**config.mk**
```make
export PLATFORM = sky130hd
export DESIGN_NAME = pc_gen_flat
export DESIGN_NICKNAME = d
export VERILOG_FILES = /design/src/rtl/pc_gen_pkg.sv /design/src/rtl/pc_gen_if.sv /design/src/rtl/pc_gen_next_mux.sv /design/src/rtl/pc_gen.sv /design/src/flat_wrapper.sv
export SDC_FILE = /design/constraint.sdc
export NUM_CORES = 1
export LEC_CHECK = 0
export ABC_CLOCK_PERIOD_IN_PS = 2400
export CORE_MARGIN = 2
export CORE_UTILIZATION = 42
export DETAILED_ROUTE_END_ITERATION = 10
export PLACE_DENSITY = 0.81
export RECOVER_POWER = 100
export SETUP_SLACK_MARGIN = 0.02
export SLEW_MARGIN = 25
export SYNTH_ARGS = -nofsm -noshare
export SYNTH_HDL_FRONTEND = slang
export SYNTH_SLANG_ARGS = --single-unit
```
**constraint.sdc**
```tcl
create_clock -name clk -period 2.4 [get_ports clk]
set_input_delay 0.48 -clock clk [delete_from_list [all_inputs] [get_ports clk]]
set_output_delay 0.48 -clock clk [all_outputs]
set_load 0.01 [all_outputs]
```
**src/rtl/pc_gen_pkg.sv**
```systemverilog
// Shared types and helpers for the program-counter generator.
// The optional misaligned-target trap is selected by the PC_MISALIGN_CHECK_EN macro.
package pc_gen_pkg;

  // FSM states. BOOT lasts one cycle after reset. RUN issues fetches. HALT waits for a redirect.
  typedef enum logic [1:0] {
    ST_BOOT = 2'd0,
    ST_RUN  = 2'd1,
    ST_HALT = 2'd2
  } pc_state_t;

  // Source of the next PC value.
  typedef enum logic [1:0] {
    SEL_HOLD = 2'd0,
    SEL_INC  = 2'd1,
    SEL_BR   = 2'd2,
    SEL_JMP  = 2'd3
  } pc_sel_t;

  // Number of always-zero low address bits for a given instruction size in bytes.
  function automatic int inc_shift(input int ilen_bytes);
    return $clog2(ilen_bytes);
  endfunction

endpackage

```
**src/rtl/pc_gen_if.sv**
```systemverilog
// Fetch command bus between the PC generator (master) and instruction memory (slave).
// Handshake: a transfer happens on a rising clk edge where cmd_valid and cmd_ready are both high.
// While cmd_valid is high and cmd_ready is low, the master holds cmd_address stable.
// The exception is a branch/jump redirect, which replaces the address and drops the un-accepted
// request. cmd_ready may depend on cmd_valid. cmd_valid never depends on cmd_ready.
interface pc_gen_if #(
  parameter int XLEN = 32
) ();
  logic            cmd_valid;
  logic            cmd_ready;
  logic [XLEN-1:0] cmd_address;

  modport master (
    output cmd_valid,
    output cmd_address,
    input  cmd_ready
  );

  modport slave (
    input  cmd_valid,
    input  cmd_address,
    output cmd_ready
  );
endinterface

```
**src/rtl/pc_gen_next_mux.sv**
```systemverilog
// Combinational next-PC select: hold, sequential increment, or redirect target.
// A redirect target is checked for alignment to the instruction size.
// With PC_MISALIGN_CHECK_EN defined, a misaligned target selects TRAP_VECTOR and flags it.
// Otherwise the target's low bits are cleared and no error is flagged.
module pc_next_mux
  import pc_gen_pkg::*;
#(
  parameter int              XLEN        = 32,
  parameter int              ILEN_BYTES  = 4,
  parameter logic [XLEN-1:0] TRAP_VECTOR = XLEN'(32'h0000_0100)
) (
  input  pc_sel_t         sel,
  input  logic [XLEN-1:0] pc,
  input  logic [XLEN-1:0] br_target,
  input  logic [XLEN-1:0] jmp_target,
  output logic [XLEN-1:0] next_pc,
  output logic            misalign
);

  localparam int              SHIFT    = inc_shift(ILEN_BYTES);
  localparam logic [XLEN-1:0] INC      = XLEN'(ILEN_BYTES);
  localparam logic [XLEN-1:0] LOW_MASK = INC - XLEN'(1);

`ifdef PC_MISALIGN_CHECK_EN
  localparam bit CHECK_EN = 1'b1;
`else
  localparam bit CHECK_EN = 1'b0;
`endif

  logic [XLEN-1:0] target;
  logic            low_nz;

  // Pick the redirect source, then the next PC according to the select.
  always_comb begin
    target   = (sel == SEL_JMP) ? jmp_target : br_target;
    low_nz   = |target[SHIFT-1:0];
    next_pc  = pc;
    misalign = 1'b0;
    unique case (sel)
      SEL_INC:  next_pc = pc + INC;
      SEL_BR,
      SEL_JMP: begin
        if (CHECK_EN && low_nz) begin
          next_pc  = TRAP_VECTOR;
          misalign = 1'b1;
        end else begin
          next_pc  = target & ~LOW_MASK;
        end
      end
      default:  next_pc = pc;
    endcase
  end

endmodule

```
**src/rtl/pc_gen.sv**
```systemverilog
// Program-counter generator. It holds the fetch address and advances it on an accepted fetch.
// It takes branch/jump redirects and honours stall and halt.
// It drives a valid/ready fetch request to instruction memory over pc_gen_if.
// Optional misaligned-redirect trap: define PC_MISALIGN_CHECK_EN.
module pc_gen
  import pc_gen_pkg::*;
#(
  parameter int              XLEN         = 32,
  parameter int              ILEN_BYTES   = 4,
  parameter logic [XLEN-1:0] RESET_VECTOR = '0,
  parameter logic [XLEN-1:0] TRAP_VECTOR  = XLEN'(32'h0000_0100)
) (
  input  logic            clk,
  input  logic            a_reset_n,
  input  logic            stall,
  input  logic            br_taken,
  input  logic [XLEN-1:0] br_target,
  input  logic            jmp_valid,
  input  logic [XLEN-1:0] jmp_target,
  input  logic            halt_req,
  pc_gen_if.master        cmd,
  output logic            halted,
  output logic            misalign_err,
  output pc_state_t       state_dbg
);

  pc_state_t       state, next_state;
  pc_sel_t         sel;
  logic [XLEN-1:0] pc_q, next_pc;
  logic            mis_d, mis_q;
  logic            redirect;

  assign redirect = jmp_valid | br_taken;

  // Next state and next-PC source. Priority is jump > branch > stall > handshake > hold.
  // BOOT ignores all requests for its single cycle.
  always_comb begin
    next_state = state;
    sel        = SEL_HOLD;
    unique case (state)
      ST_BOOT: next_state = ST_RUN;
      ST_RUN: begin
        if (jmp_valid)           sel = SEL_JMP;
        else if (br_taken)       sel = SEL_BR;
        else if (stall)          sel = SEL_HOLD;
        else if (cmd.cmd_ready)  sel = SEL_INC;
        if (halt_req && !redirect) next_state = ST_HALT;
      end
      ST_HALT: begin
        if (jmp_valid) begin
          sel        = SEL_JMP;
          next_state = ST_RUN;
        end else if (br_taken) begin
          sel        = SEL_BR;
          next_state = ST_RUN;
        end
      end
      default: next_state = ST_BOOT;
    endcase
  end

  pc_next_mux #(
    .XLEN        (XLEN),
    .ILEN_BYTES  (ILEN_BYTES),
    .TRAP_VECTOR (TRAP_VECTOR)
  ) u_next_mux (
    .sel        (sel),
    .pc         (pc_q),
    .br_target  (br_target),
    .jmp_target (jmp_target),
    .next_pc    (next_pc),
    .misalign   (mis_d)
  );

  // State, PC and misalign pulse registers. Reset aborts any transaction immediately.
  always_ff @(posedge clk or negedge a_reset_n) begin
    if (!a_reset_n) begin
      state <= ST_BOOT;
      pc_q  <= RESET_VECTOR;
      mis_q <= 1'b0;
    end else begin
      state <= next_state;
      pc_q  <= next_pc;
      mis_q <= mis_d;
    end
  end

  assign cmd.cmd_valid   = (state == ST_RUN) & ~stall;
  assign cmd.cmd_address = pc_q;
  assign halted          = (state == ST_HALT);
  assign misalign_err    = mis_q;
  assign state_dbg       = state;

endmodule
```
**src/flat_wrapper.sv**
```systemverilog
// flat-port wrapper written by rule: the top's interface ports become plain ports
module pc_gen_flat import pc_gen_pkg::*;
#(
  parameter int              XLEN         = 32,
  parameter int              ILEN_BYTES   = 4,
  parameter logic [XLEN-1:0] RESET_VECTOR = '0,
  parameter logic [XLEN-1:0] TRAP_VECTOR  = XLEN'(32'h0000_0100)
)
  (clk, a_reset_n, stall, br_taken, br_target, jmp_valid, jmp_target, halt_req, halted, misalign_err, state_dbg, cmd_cmd_valid, cmd_cmd_address, cmd_cmd_ready);
  pc_gen_if #(.XLEN(XLEN)) cmd_i ();
  input  logic clk;
  input  logic a_reset_n;
  input  logic stall;
  input  logic br_taken;
  input  logic [XLEN-1:0] br_target;
  input  logic jmp_valid;
  input  logic [XLEN-1:0] jmp_target;
  input  logic halt_req;
  output logic halted;
  output logic misalign_err;
  output pc_state_t state_dbg;
  output wire logic [$bits(cmd_i.cmd_valid)-1:0] cmd_cmd_valid;
  output wire logic [$bits(cmd_i.cmd_address)-1:0] cmd_cmd_address;
  input wire logic [$bits(cmd_i.cmd_ready)-1:0] cmd_cmd_ready;
  assign cmd_cmd_valid = cmd_i.cmd_valid;
  assign cmd_cmd_address = cmd_i.cmd_address;
  assign cmd_i.cmd_ready = cmd_cmd_ready;
  pc_gen #(.XLEN(XLEN), .ILEN_BYTES(ILEN_BYTES), .RESET_VECTOR(RESET_VECTOR), .TRAP_VECTOR(TRAP_VECTOR)) u_core (.clk(clk), .a_reset_n(a_reset_n), .stall(stall), .br_taken(br_taken), .br_target(br_target), .jmp_valid(jmp_valid), .jmp_target(jmp_target), .halt_req(halt_req), .cmd(cmd_i), .halted(halted), .misalign_err(misalign_err), .state_dbg(state_dbg));
endmodule
```
==> results of run 1 <==
[worst paths after layout]
path / startpoint / to / slack (ns) / cells past startpoint
worst max-delay path: u_core.state_dbg[1] / cmd_cmd_valid / 0.14 / 4
worst min-delay path: u_core.cmd.cmd_address[27] / u_core.cmd.cmd_address[27] / 0.58 / 1
worst max register to register: u_core.state_dbg[1] / u_core.cmd.cmd_address[23] / 0.17 / 8
worst min register to register: u_core.cmd.cmd_address[27] / u_core.cmd.cmd_address[27] / 0.58 / 1
max in group asynchronous: a_reset_n / u_core.cmd.cmd_address[17] / 1.06 / 2
min in group asynchronous: a_reset_n / u_core.state_dbg[1] / 0.82 / 2
[placed cells by master, fill, tap and decap left out, types with 3 or more instances in the layout]
master           count
nand3_1             11
mux2_2               4
inv_1                7
a21oi_1             23
o21ai_0              9
dfrtp_1             32
nor3_1               6
nand2b_1             3
xor2_1               7
nand4_1              8
and3_1              21
buf_4               18
clkbuf_8             5
nand2_1             60
conb_1               3
nor2_1              13
dlygate4sd3_1       32
or4_1                3
ha_1                 3
xnor2_1             15
a31oi_1              4
clkdlybuf4s50_1     68
nor4_1              12
[through the flow]
step           worst slack [ns]  hold slack, ns  cell area [um2]
4_1_cts                  0.0514           0.585             3580
5_1_grt                 -0.0209           0.605             3580
3_3_place_gp             0.0244           0.543             3500
3_5_place_dp             0.0112           0.568             3500
2_1_floorplan            0.0923           0.184             2350
6_report                  0.137           0.582             3580
[routing by layer]
| metal | wire length, um | vias up | GRT usage [%] |
|---|---|---|---|
| met4 | 49 | 0 | 6.14 |
| met5 | 0 | - | 0 |
| li1 | - | 1279 | - |
| met2 | 3310 | 98 | 38.4 |
| met3 | 541 | 6 | 6.09 |
| met1 | 2930 | 1161 | 27.9 |
[logic make-up (layout without fill, tap and decap cells)]
group / count (synthesis) / count (layout) / share of synthesized area (%)
and+or+nand+nor: 150 / 150 / 32.5
AOI/OAI and AO/OA: 58 / 58 / 15.2
DFF: 32 / 32 / 34.2
buffers and inverters: 29 / 133 / 5.24
xor gates and xnor gates: 22 / 22 / 8.23
muxes: 5 / 5 / 2.35
adders and majority gates: 4 / 4 / 2.14
other: 1 / 3 / 0.160
[flip-flops by register name, indices dropped and copies added, names as in the netlist]
register,count
u_core.cmd.cmd_address,30
u_core.state_dbg,2
[cell type report]
type | count | area (um2)
clock buffer | 6 | 72.6
clock inverter | 1 | 5.00
fill | 480 | 1850
inverter | 7 | 26.3
multi-input combinational | 242 | 1450
sequential | 32 | 801
tap | 72 | 90.1
timing repair buffer | 119 | 1140
[cells in the mapped netlist (all sizes together) (2+ instances only)]
cell type   n
a21oi      24
a221oi      2
a2bb2oi     2
a311oi      2
a31oi       4
and2        2
and3       22
buf         5
clkbuf     17
dfrtp      32
ha          4
inv         7
mux2        4
nand2      60
nand2b      3
nand3      12
nand4       8
nor2       13
nor3        6
nor4       13
o21a        2
o21ai      12
or2         2
or4         4
xnor2      15
xor2        7
[power breakdown]
part / total, mW / switching (mW) / internal, mW
registers: 1.14 / 0.328 / 0.817
clock network: 0.395 / 0.198 / 0.197
logic: 2.41 / 1.22 / 1.20
[worst max-delay path: cells and delay by family (launching register included)]
family / cells / cell delay, ns
adder cells (fa/ha/maj): 1 / 0.27
flip-flops: 1 / 0.43
buffers and inverters: 2 / 0.64
AND/OR/NAND/NOR: 1 / 0.16
==> flow_summary.toml, run 1 <==
[outcome]
outcome = "complete, no violations"

[global_route]
grt_pass1_wl_mm = 11.2
grt_pass1_vias = 2475
gr-total-overflow = 0
antenna_found_initial = 0
grt_max_degree = 33
grtUsageTotal_pct = 22.5

[final_layout]
areaGrowthSynthToFinish_pct = 53.0
antennaDiodeCount = 0
layout.cells.non_filler = 479
fin_nets = 482
fin_util_pct = 65.9
drive_gt1_share_pct = 10.1

[sta]
slew_headroom_pct = 45.3
rsz0062_at_grt = "true"
period_minus_slack_ns = 2.26
setup_viol = 0
setup_tns_ns = 0
finalCritPeriodShare_pct = 94.3
hold_viol = 0
tightest_slew_ns = 0.820
finalClockSkew_ns = 0.00778
drv_slew = 0
max_freq_mhz = 442

[logic_synthesis]
netlist_instances = 301
yosysSeqAreaShare_pct = 34.2
synthArstFlopShare_pct = 100
yosys_warnings = 0
synthTopCellsByArea = "dfrtp_1 (34%), nand2_1 (9.6%), and3_1 (5.6%)"
synth_top_area_share_pct = 34.2
syn_area_um2 = 2340
avgSynthCellArea_um2 = 7.78
ys.flop_type = "dfrtp_1"
ys_seq_elements = 32
yosys.area.top_type = "dfrtp_1"
synth_edf_count = 0
synth_cell_types = 48

[placed_design]
gp_congestion = 0.851
port_buffers = 100
dp_cells = 472
dpl.hpwl_mm = 5.20

[clocking]
clock_latency_ns = 0.28
cts_resized = 0
cts_made_buffers = 5
root_buffer = "clkbuf_8"
clock-sinks = 32
cts_hold_buf = 0
htreeDepth = 2
cts_tree = "yes"
cts.path.max_buffers = 2
clk_pin_slew_ns = 0.07
cts_setup_buffers = 0

[critical_path]
cp_max_fo = 10
max_stage_delay_ns = 0.54
startpoint_type = "flop"
crit_type = "reg -> out"
cp.required_ns = 1.92
arrival_ns = 1.78
slowest_stage = "clkdlybuf4s50_1"
endpoint_kind = "output port"
crit_chain = "inv_1, ha_2, nor2b_1, clkdlybuf4s50_1"

[routing]
vias_per_cell = 5.31
drcViolationCount = 0
antenna_left = 0
num_vias = 2544
totalWireLength_mm = 6.84
drtPass1Iterations = 4
wire_per_inst_um = 14.3
drt_iter0_markers = 99

[flow_run]
maxCapViolCount = 0

[die]
dieHeight_um = 78.7
die_area_um2 = 6190
rows = 27
die_w_um = 78.7
core-area_um2 = 5440
initial_core_util_pct = 43.1
io_pins = 108

[pwr]
p_leak_nw = 1.43
power.density_nw_per_um2 = 1100
finalPower_mw = 3.95
ir_drop_mv = 0.478

[hold_path]
hold_class = "reg -> reg"
No activity file was read; power rests on OpenSTA's default activity.
==> run 2: changes to the inputs <==
Settings changed: CORE_UTILIZATION 42 to 46, DONT_BUFFER_PORTS set to 1, PLACE_DENSITY 0.81 to not set, SKIP_LAST_GASP set to 1.
==> run 2 against run 1 <==
The flow now finishes with violations (max-capacitance violations, max-slew violations). Register-to-register slack hardly changed. Utilization is 12 points lower. Critical path type is now reg -> reg. Critical endpoint is now u_core.cmd.cmd_address[31]. Clock-buffer cell count is 1 higher. Flip-flop and latch count stayed put. Largest power group unchanged. Non-clock buffer count is 88 lower. First-iteration DRC count is 32% higher. Sequential power hardly changed. Final cell count is 19% lower. Critical path depth is 1 higher. Power is 9.5% lower.
==> flow_summary.toml, run 2 (synthesis gave the netlist of run 1 again) <==
[global_route]
grt_max_degree = 33
antenna_found_initial = 0
grt_pass1_wl_mm = 10.2
grt_pass1_vias = 2108
grtUsageTotal_pct = 24.2
gr-total-overflow = 0

[clocking]
clk_pin_slew_ns = 0.07
cts_tree = "yes"
htreeDepth = 2
cts.path.max_buffers = 2
cts_made_buffers = 5
clock_latency_ns = 0.29
cts_setup_buffers = 0
root_buffer = "clkbuf_8"
clock-sinks = 32

[die]
die_area_um2 = 5680
io_pins = 108
initial_core_util_pct = 48.6
rows = 25
core-area_um2 = 4820
die_w_um = 75.4
dieHeight_um = 75.4

[sta]
hold_viol = 0
rsz0062_at_grt = "false"
fin_ws_ns = 0.156
max_freq_mhz = 446
setup_tns_ns = 0
slew_headroom_pct = -21.4
finalClockSkew_ns = 0.00671
tightest_slew_ns = 1.82
setup_viol = 0
finalCritPeriodShare_pct = 93.5
period_minus_slack_ns = 2.24
drv_slew = 33
whs_ns = 0.301

[routing]
drt_iter0_markers = 131
totalWireLength_mm = 6.72
antenna_left = 0
vias_per_cell = 5.82
drtPass1Iterations = 4
wire_per_inst_um = 17.4
drcViolationCount = 0
num_vias = 2248

[outcome]
outcome = "complete, but fails checks"
violations = "max-capacitance violations, max-slew violations"

[critical_path]
cp.required_ns = 2.60
crit-reg2reg-launch = "u_core.cmd.cmd_address[21]"
crit_type = "reg -> reg"
crit_chain = "nand3_2, or4_4, or3_1, or4_1, a211oi_1"
cp_max_fo = 4
startpoint_type = "flop"
max_stage_delay_ns = 0.52
endpoint_kind = "flop"
crit_buf_inv = 0
slowest_stage = "or4_4"
startpoint = "u_core.cmd.cmd_address[21]"
arrival_ns = 2.45
crit_family = "simple AND/OR/NAND/NOR gates"

[final_layout]
largest_reg_flops = 30
drive_gt1_share_pct = 10.3
layout_commonest_cell = "nand2_1"
fin_nets = 394
areaGrowthSynthToFinish_pct = 11.1
final_cell_mix = "nand2_1 (60), dfrtp_1 (32), a21oi_1 (24)"
fin_area_um2 = 2600
antennaDiodeCount = 0

[placed_design]
gp_congestion = 0.827
place_ws_ns = 0.130
port_buffers = 0
dpl.hpwl_mm = 4.99
placed_area_um2 = 2580

[pwr]
power.density_nw_per_um2 = 1380
ir_drop_mv = 0.563
p_leak_nw = 1.04
finalPower_mw = 3.58

[hold_path]
hold_class = "in -> reg"
worstHoldStart = "br_taken"

[flow_run]
maxCapViolCount = 1
run 2: layout make-up:
class	instances	area (um2)
flip-flops and latches	32	801
fillers	520	2220
inverters	7	26.3
repair buffers	31	158
multi-input cells	242	1440
clock buffers	7	96.3
well taps	67	83.8
run 2: worst paths after layout:
| path | end | slack [ns] | cells after the start |
|---|---|---|---|
| worst max register to register | u_core.cmd.cmd_address[31] | 0.16 | 5 |
| worst min register to register | u_core.state_dbg[0] | 0.56 | 1 |
| min in group asynchronous | u_core.cmd.cmd_address[2] | 0.67 | 1 |
| worst min-delay path | u_core.cmd.cmd_address[7] | 0.30 | 1 |
| max in group asynchronous | u_core.cmd.cmd_address[20] | 0.66 | 1 |
| worst max-delay path | u_core.cmd.cmd_address[31] | 0.16 | 5 |
run 2: through the flow:
step                      utilization [%]  cells
after floorplan                         -    303
after global placement               53.5    378
after detailed placement             53.5    378
after CTS                            55.9    386
after global routing                 54.0    386
final                                54.0    386
run 2: what timing repair did:
| item | in CTS | in global routing |
|---|---|---|
| gates resized for setup | 0 | 0 |
| hold buffers | 1 | 0 |
| endpoints found under the hold margin | 32 | 0 |
run 2: per-layer routing:
layer  GRT usage, %  up-vias  wire, um
li1               -     1101         -
met3           7.01        5       505
met2           40.7       79      3180
met4           6.63        0        68
met1           30.5     1063      2960
met5              0        -         0
run 2: power breakdown:
part	switching, mW	total [mW]	internal, mW
clock	0.204	0.459	0.255
combinational	1.20	1.97	0.776
sequential	0.331	1.15	0.816
==> run 3: changes to the inputs <==
Settings changed: CORE_ASPECT_RATIO set to 1.5.
==> run 3 against run 2 <==
The flow still finishes with violations (max-capacitance violations, max-slew violations). Critical endpoint unchanged. Die area up 0.21%. Worst setup slack worse by 0.021 ns. Routed wire length down 3.2%. Global-route usage down 1.4 points. Clock-buffer cell count up 1. Sequential power about the same. Critical path depth up 2. Utilization down 0.95 points. Combinational power down 2%. Final area down 0.34%. Register-to-register slack worse by 0.02 ns.
==> flow_summary.toml, run 3 (synthesis gave the netlist of run 1 again) <==
[global_route]
grt_pass1_wl_mm = 10.3
gr-total-overflow = 0
grt_max_degree = 33
grtUsageTotal_pct = 22.8
antenna_found_initial = 0
grt_pass1_vias = 2200

[pwr]
p_leak_nw = 1.04
ir_drop_mv = 0.506
power.density_nw_per_um2 = 1360

[critical_path]
arrival_ns = 2.46
crit_type = "reg -> reg"
endpoint_kind = "flop"
cp_max_fo = 11
cp.required_ns = 2.59
startpoint_type = "flop"
slowest_stage = "or4_1"
crit_chain = "inv_1, ha_1, and4bb_2, o21ai_1, buf_4, or4_1, a211oi_1"
max_stage_delay_ns = 0.52

[routing]
drcViolationCount = 0
antenna_left = 0
vias_per_cell = 5.94
drt_iter0_markers = 79
drtPass1Iterations = 4
num_vias = 2275
wire_per_inst_um = 17.0
totalWireLength_mm = 6.50

[final_layout]
layout_commonest_cell = "nand2_1"
areaGrowthSynthToFinish_pct = 10.7
antennaDiodeCount = 0
drive_gt1_share_pct = 11.7
fin_util_pct = 53.0
largest_reg_flops = 30
n_fill_cell = 529
final_cell_mix = "nand2_1 (60), dfrtp_1 (31), a21oi_1 (23)"
fin_nets = 391

[clocking]
clock-sinks = 32
cts_made_buffers = 5
clock_latency_ns = 0.29
clk_pin_slew_ns = 0.07
htreeDepth = 2
root_buffer = "clkbuf_8"
cts.path.max_buffers = 2
cts_tree = "yes"

[flow_run]
maxCapViolCount = 1

[sta]
finalCritPeriodShare_pct = 94.4
drv_slew = 33
max_freq_mhz = 441
setup_viol = 0
tightest_slew_ns = 1.80
slew_headroom_pct = -19.9
hold_viol = 0
rsz0062_at_grt = "false"
period_minus_slack_ns = 2.27
finalClockSkew_ns = 0.00678
setup_tns_ns = 0

[die]
rows = 31
core-area_um2 = 4890
dieHeight_um = 91.4
initial_core_util_pct = 47.9
die_area_um2 = 5690
die_w_um = 62.3
io_pins = 108

[outcome]
outcome = "complete, but fails checks"
violations = "max-capacitance violations, max-slew violations"

[placed_design]
dpl.hpwl_mm = 4.74
port_buffers = 0
gp_congestion = 0.785

[hold_path]
hold_class = "in -> reg"
==> run 3: cell count changes in the layout (fill, tap and decap cells not counted), sizes merged <==
cell	change
clkbuf	-2
==> run 3: path summary, 6_finish.rpt <==
| kind | endpoint | slack, ns | start | cells after the start |
|---|---|---|---|---|
| setup / recovery | u_core.cmd.cmd_address[31] | 0.13 | u_core.state_dbg[1] | 7 |
| hold / removal | u_core.cmd.cmd_address[7] | 0.29 | br_taken | 1 |
| min in group asynchronous | u_core.cmd.cmd_address[7] | 0.67 | a_reset_n | 1 |
| setup reg to reg | u_core.cmd.cmd_address[31] | 0.13 | u_core.state_dbg[1] | 7 |
| max in group asynchronous | u_core.state_dbg[1] | 0.56 | a_reset_n | 1 |
| hold reg to reg | u_core.state_dbg[0] | 0.58 | u_core.state_dbg[0] | 1 |
==> run 3: cell type report <==
class	count	area [um2]	area share [%]
Sequential cell	32	802	30.9
Multi-Input combinational cell	242	1440	55.5
Inverter	7	26.3	1.01
Timing Repair Buffer	28	154	5.94
Tap cell	66	82.6	3.19
Clock buffer	8	90.1	3.47
==> run 3: per-stage QoR <==
| stage | cells | cell area, um2 | setup WS [ns] | hold WS, ns | power, mW |
|---|---|---|---|---|---|
| 2_1_floorplan | 303 | 2350 | 0.0923 | 0.184 | 2.50 |
| 3_3_place_gp | 372 | 2540 | 0.134 | 0.185 | 3.15 |
| 3_5_place_dp | 372 | 2540 | 0.0890 | 0.185 | 3.19 |
| 4_1_cts | 381 | 2650 | 0.0730 | 0.0275 | 3.65 |
| 5_1_grt | 383 | 2590 | 0.0231 | 0.290 | 3.85 |
| 6_report | 383 | 2590 | 0.135 | 0.287 | 3.53 |
==> run 3: worst max-delay path: cells and delay by family (launching register included) <==
family | cells | cell delay (ns)
AND/OR/NAND/NOR | 2 | 0.85
AO/OA/AOI/OAI | 2 | 0.34
adder cells (fa/ha/maj) | 1 | 0.25
buffers and inverters | 2 | 0.27
flip-flops | 1 | 0.45
==> run 3: timing repair <==
action	4_1_cts	5_1_grt
buffers inserted	0	2
hold buffers	1	0
resized for setup	0	3
endpoints found under the hold margin	32	0
endpoints found under the setup margin	0	7
==> run 3: per-layer routing <==
| metal | vias up | share of wire [%] | GRT usage [%] |
|---|---|---|---|
| met3 | 9 | 7.4 | 5.70 |
| met5 | - | 0 | 0 |
| met1 | 1075 | 40 | 26.3 |
| li1 | 1110 | - | - |
| met2 | 81 | 51 | 41.0 |
| met4 | 0 | 2.1 | 7.41 |
==> run 3: power breakdown <==
part	internal, mW	total, mW	leakage (nW)	switching [mW]
registers	0.816	1.16	0.356	0.345
clock network	0.234	0.439	0.0455	0.204
logic	0.773	1.93	0.634	1.15
total	1.82	3.53	1.04	1.70
